`config.mk`:
```
export PLATFORM = sky130hd
export DESIGN_NAME = btn_debounce_multi
export DESIGN_NICKNAME = d
export VERILOG_FILES = /design/src/rtl/btn_debounce_multi.sv
export SDC_FILE = /design/constraint.sdc
export NUM_CORES = 1
export LEC_CHECK = 0
export CORE_MARGIN = 2
export CORE_UTILIZATION = 51
export CTS_CLUSTER_SIZE = 20
export DETAILED_ROUTE_END_ITERATION = 12
export HOLD_SLACK_MARGIN = 0.08
export PLACE_DENSITY = 0.66
export SLEW_MARGIN = 10
export SYNTH_ARGS = -nofsm -noshare
export SYNTH_HDL_FRONTEND = slang
export SYNTH_SLANG_ARGS = --single-unit
export TNS_END_PERCENT = 1
```
`constraint.sdc`:
```
create_clock -name clk -period 3.4 [get_ports clk]
set_input_delay 0.68 -clock clk [delete_from_list [all_inputs] [get_ports clk]]
set_output_delay 0.68 -clock clk [all_outputs]
set_load 0.01 [all_outputs]
```
`src/rtl/btn_debounce_multi.sv`:
```
// Multi-channel push-button debouncer with a shared sample tick, press/release
// pulses, a long-press event and optional auto-repeat while held.
module btn_debounce_multi #(
  parameter int NUM_BTN      = 5,
  parameter int CLK_FREQ     = 100_000_000,
  parameter int F_TICK       = 1_000_000,
  parameter int NUM_DEB      = 16,
  parameter int LONG_TICKS   = 500_000,
  parameter int REPEAT_TICKS = 100_000
) (
  input  logic               clk,
  input  logic               reset,
  input  logic [NUM_BTN-1:0] i_btn,
  output logic [NUM_BTN-1:0] o_level,
  output logic [NUM_BTN-1:0] o_press,
  output logic [NUM_BTN-1:0] o_release,
  output logic [NUM_BTN-1:0] o_long,
  output logic [NUM_BTN-1:0] o_repeat
);

  localparam int F_COUNT  = CLK_FREQ / F_TICK;
  localparam int TICK_W   = $clog2(F_COUNT);
  localparam int DEB_W    = $clog2(NUM_DEB);
  localparam int HOLD_MAX = (LONG_TICKS > REPEAT_TICKS) ? LONG_TICKS : REPEAT_TICKS;
  localparam int HOLD_W   = $clog2(HOLD_MAX + 1);

  localparam logic [TICK_W-1:0] TICK_LAST = TICK_W'(F_COUNT - 1);
  localparam logic [DEB_W-1:0]  DEB_LAST  = DEB_W'(NUM_DEB - 1);
  localparam logic [HOLD_W-1:0] LONG_AT   = HOLD_W'(LONG_TICKS);
  localparam logic [HOLD_W-1:0] REP_AT    = HOLD_W'(REPEAT_TICKS);
  localparam bit                REP_EN    = (REPEAT_TICKS > 0);

  typedef enum logic [1:0] {
    IDLE        = 2'd0,
    DEB_PRESS   = 2'd1,
    HELD        = 2'd2,
    DEB_RELEASE = 2'd3
  } state_t;

  logic [TICK_W-1:0]  tick_cnt;
  logic               tick;
  logic [NUM_BTN-1:0] btn_p0;
  logic [NUM_BTN-1:0] btn_p1;

  // Shared sample tick: registered, high for the one cycle after each wrap
  always_ff @(posedge clk) begin
    if (reset) begin
      tick_cnt <= '0;
      tick     <= 1'b0;
    end else if (tick_cnt == TICK_LAST) begin
      tick_cnt <= '0;
      tick     <= 1'b1;
    end else begin
      tick_cnt <= tick_cnt + 1'b1;
      tick     <= 1'b0;
    end
  end

  // Stage p0 -> p1: two-flop synchronizer for the raw button levels
  always_ff @(posedge clk) begin
    if (reset) begin
      btn_p0 <= '0;
      btn_p1 <= '0;
    end else begin
      btn_p0 <= i_btn;
      btn_p1 <= btn_p0;
    end
  end

  for (genvar g = 0; g < NUM_BTN; g++) begin : g_ch
    state_t             state_q, state_d;
    logic [DEB_W-1:0]   deb_q, deb_d;
    logic [HOLD_W-1:0]  hold_q, hold_d, hold_inc;
    logic               long_done_q, long_done_d;
    logic               level_q, press_q, release_q, long_q, repeat_q;
    logic               level_d, press_d, release_d, long_d, repeat_d;
    logic               sync;

    assign sync     = btn_p1[g];
    assign hold_inc = hold_q + 1'b1;

    always_ff @(posedge clk) begin
      if (reset) begin
        state_q     <= IDLE;
        deb_q       <= '0;
        hold_q      <= '0;
        long_done_q <= 1'b0;
        level_q     <= 1'b0;
        press_q     <= 1'b0;
        release_q   <= 1'b0;
        long_q      <= 1'b0;
        repeat_q    <= 1'b0;
      end else begin
        state_q     <= state_d;
        deb_q       <= deb_d;
        hold_q      <= hold_d;
        long_done_q <= long_done_d;
        level_q     <= level_d;
        press_q     <= press_d;
        release_q   <= release_d;
        long_q      <= long_d;
        repeat_q    <= repeat_d;
      end
    end

    always_comb begin
      state_d     = state_q;
      deb_d       = deb_q;
      hold_d      = hold_q;
      long_done_d = long_done_q;
      case (state_q)
        IDLE: begin
          deb_d       = '0;
          hold_d      = '0;
          long_done_d = 1'b0;
          if (sync) state_d = DEB_PRESS;
        end
        DEB_PRESS: begin
          if (tick) begin
            if (!sync) begin
              state_d = IDLE;
            end else if (deb_q == DEB_LAST) begin
              state_d     = HELD;
              hold_d      = '0;
              long_done_d = 1'b0;
            end else begin
              deb_d = deb_q + 1'b1;
            end
          end
        end
        HELD: begin
          if (!sync) begin
            state_d = DEB_RELEASE;
            deb_d   = '0;
          end else if (tick) begin
            // Before the long event count toward LONG_TICKS; afterwards
            // either cycle through REPEAT_TICKS or park the counter.
            if (!long_done_q) begin
              if (hold_inc == LONG_AT) begin
                long_done_d = 1'b1;
                hold_d      = REP_EN ? '0 : hold_inc;
              end else begin
                hold_d = hold_inc;
              end
            end else if (REP_EN) begin
              hold_d = (hold_inc == REP_AT) ? '0 : hold_inc;
            end
          end
        end
        DEB_RELEASE: begin
          if (tick) begin
            if (sync) begin
              state_d = HELD;
            end else if (deb_q == DEB_LAST) begin
              state_d     = IDLE;
              hold_d      = '0;
              long_done_d = 1'b0;
            end else begin
              deb_d = deb_q + 1'b1;
            end
          end
        end
        default: state_d = IDLE;
      endcase
    end

    always_comb begin
      level_d   = (state_d == HELD) || (state_d == DEB_RELEASE);
      press_d   = (state_q == DEB_PRESS) && (state_d == HELD);
      release_d = (state_q == DEB_RELEASE) && (state_d == IDLE);
      long_d    = (state_q == HELD) && !long_done_q && long_done_d;
      repeat_d  = REP_EN && (state_q == HELD) && sync && tick && long_done_q &&
                  (hold_inc == REP_AT);
    end

    assign o_level[g]   = level_q;
    assign o_press[g]   = press_q;
    assign o_release[g] = release_q;
    assign o_long[g]    = long_q;
    assign o_repeat[g]  = repeat_q;
  end

endmodule

```
==> results.yml <==
status:
  outcome: "complete, no violations"
synthesis:
  async_flop_share_pct: 0
  synthXorXnorAreaFrac_pct: 5.25
  synth_edf_count: 0
  synth-simple-area-share_pct: 34.0
  synth_ff_type: "dfxtp_1"
  synth_seq_cells: 168
  yosysWarnings: 0
  synth_area_leaders: "dfxtp_1, nand2_1, nor2_1"
  synth_compound_area_share_pct: 17.3
  synthCells: 1303
  synth.top_cell.area_share_pct: 33.6
  ys_seq_area_share_pct: 33.6
  synth_cell_types: 84
  synth_top_area_cell: "dfxtp_1"
  synth_nets: 1321
  synthAdderAreaFrac_pct: 1.38
  synth_top_family_by_area: "simple AND/OR/NAND/NOR gates"
  syn_avg_cell_area_um2: 7.68
  syn_area_um2: 10000
  synthMuxAreaShare_pct: 1.41
detailed_routing:
  dr.first_iter.drc_count: 580
  drt.antenna.violating_nets: 0
  via_per_inst: 5.95
  drt-total-wl_um: 22900
  wire_per_inst_um: 14.9
  detail_route.first_pass.iterations: 5
  via_count: 9128
  drc: 0
floorplan:
  core.rowCount: 51
  core-area_um2: 19300
  initial_core_util_pct: 51.8
  io-pin-count: 32
  die_x_um: 144
  die_height_um: 144
  die_area_um2: 20800
final_layout:
  layout_common_cells: "dfxtp_1, nand2_1, nor2_1"
  n_antenna_cell: 0
  final_nets: 1275
  final_common_cell: "dfxtp_1"
  fillers: 1817
  post_layout_nonfiller_instances: 1534
  area_delta_synth_final_pct: 8.59
  post-route-util_pct: 56.2
  drive_gt1_share_pct: 6.93
setup_path:
  endpoint: "g_ch[0].hold_q[16]"
  max_stage_delay_ps: 460
  worst_setup_path_start_kind: "register"
  timing.rr.start: "g_ch[0].hold_q[1]"
  crit_slowest_cell: "nor4_4"
  cp_max_fo: 11
  arrival_ps: 3450
  critical_path.cell_chain: "ha_1 > nand2_1 > nor4_4 > and4_2 > o221ai_1 > nor4_4 > nor3_4 > and3_1 > a221o_1"
  reg2reg_to: "g_ch[0].hold_q[16]"
  critPathKind: "register to register"
  setup.worst_path.start: "g_ch[0].hold_q[1]"
  ff2ff_path_depth: 9
  reg2reg_slack_ps: 260
  cpMostUsedCell: "nor4_4"
  crit_required_ps: 3710
  cp-end-kind: "register"
timing:
  holdWs_ps: 439
  relSlewSlack_pct: 45.9
  clock_skew_ps: 8.08
  post-route-min-period_ps: 3140
  final-max-slew-violation-count: 0
  clock.fmax_mhz: 318
  finalHoldViolations: 0
  setup_violations: 0
  worst_slew_pin_slew_ps: 809
  rsz0062_at_grt: "no"
  fin_crit_sh_pct: 92.4
  finalSetupTns_ps: 0
power_and_ir_drop:
  finalPower_mw: 4.17
  leakage_nw: 3.68
  peakVddDrop_mv: 0.301
  power_density_nw_per_um2: 384
cts:
  clk_latency_ps: 420
  clk_pin_slew_ps: 60
  clk_path_buf_depth: 2
  cts_resized: 0
  cts_buffers: 17
  cts_hold_buf: 0
  cts_tree: "built"
  cts-root-buf: "clkbuf_16"
  cts_sinks: 168
  h-tree-depth: 4
  cts_setup_buffers: 0
place:
  dp.cells: 1503
  dp_hpwl_um: 16100
  gp_congestion: 0.889
  port_buffers: 31
global_routing:
  grt_pass1_wl_um: 38400
  grt_max_degree: 41
  grt_pass1_vias: 8050
  gr-total-overflow: 0
  antenna_found_initial: 0
  grt_use_total_pct: 22.4
job:
  drv_cap: 0
min_path:
  worstHoldStart: "btn_p0[3]"
  hp-class: "register to register"
==> metrics by stage <==
step                instance area, um2  setup slack (ps)
finish                           10900               259
global route                     10900              23.7
CTS                              10900               268
detailed placement               10200               258
global placement                 10200               401
floorplan                        10000               384
==> synth_stat cells, types with 27 or more instances <==
cell      count
dfxtp_1     168
nand2_1     132
nor2_1      126
nand3_1      94
a21oi_1      78
clkbuf_1     65
o21ai_0      50
nand4_1      43
nor3_1       41
xor2_1       32
and3_1       31
xnor2_1      28
buf_4        27
==> report_power, final <==
| part | switching (mW) | total, mW | internal (mW) |
|---|---|---|---|
| clock | 0.799 | 2.07 | 1.27 |
| combinational | 0.0616 | 0.102 | 0.0407 |
| sequential | 0.0184 | 2.00 | 1.98 |
| total | 0.879 | 4.17 | 3.29 |
==> per-layer routing <==
| layer | vias to the layer above | part of all wire (%) | track usage (%) |
|---|---|---|---|
| met1 | 4271 | 49 | 31.1 |
| met4 | 0 | 1.1 | 5.73 |
| li1 | 4622 | - | - |
| met2 | 212 | 45 | 36.0 |
| met5 | - | 0 | 0 |
| met3 | 23 | 4.2 | 4.24 |
==> worst min-delay path by stage <==
stage	end	slack [ps]	depth (start not counted)
2_1_floorplan	tick_cnt[0]	410	1
3_3_place_gp	btn_p1[2]	420	1
3_5_place_dp	btn_p1[3]	430	1
4_1_cts	btn_p1[3]	440	1
5_1_grt	tick_cnt[0]	460	1
6_report	btn_p1[3]	440	1
==> sequential cells by signal, summed over array words and instances (netlist names) <==
name,cells
btn_p0,5
btn_p1,5
g_ch.deb_q,20
g_ch.hold_q,95
g_ch.long_done_q,5
g_ch.long_q,5
g_ch.press_q,5
g_ch.release_q,5
g_ch.repeat_q,5
g_ch.state_q,10
tick,1
tick_cnt,7
==> worst max-delay path, delay by kind of cell, from the launching register on <==
family                     cells  cell delay, ps
and+or+nand+nor                6            1770
AOI/OAI and AO/OA              2             440
DFF                            1             420
adders and majority gates      1             390
==> cell type report <==
class	count	area, um2	area share [%]
Inverter	25	93.8	0.863
Tap cell	265	332	3.05
Clock inverter	10	168	1.54
Sequential cell	168	3360	30.9
Multi-Input combinational cell	989	5940	54.7
Timing Repair Buffer	56	508	4.67
Clock buffer	21	460	4.24
==> logic make-up (layout without fill, tap and decap cells) <==
family	after synthesis	count (layout)
AOI/OAI and AO/OA	264	264
xor gates and xnor gates	60	60
adders and majority gates	11	11
buffers and inverters	146	112
DFF	168	168
muxes	14	14
and+or+nand+nor	640	640
Note: power is estimated with default switching activity, not from simulation.
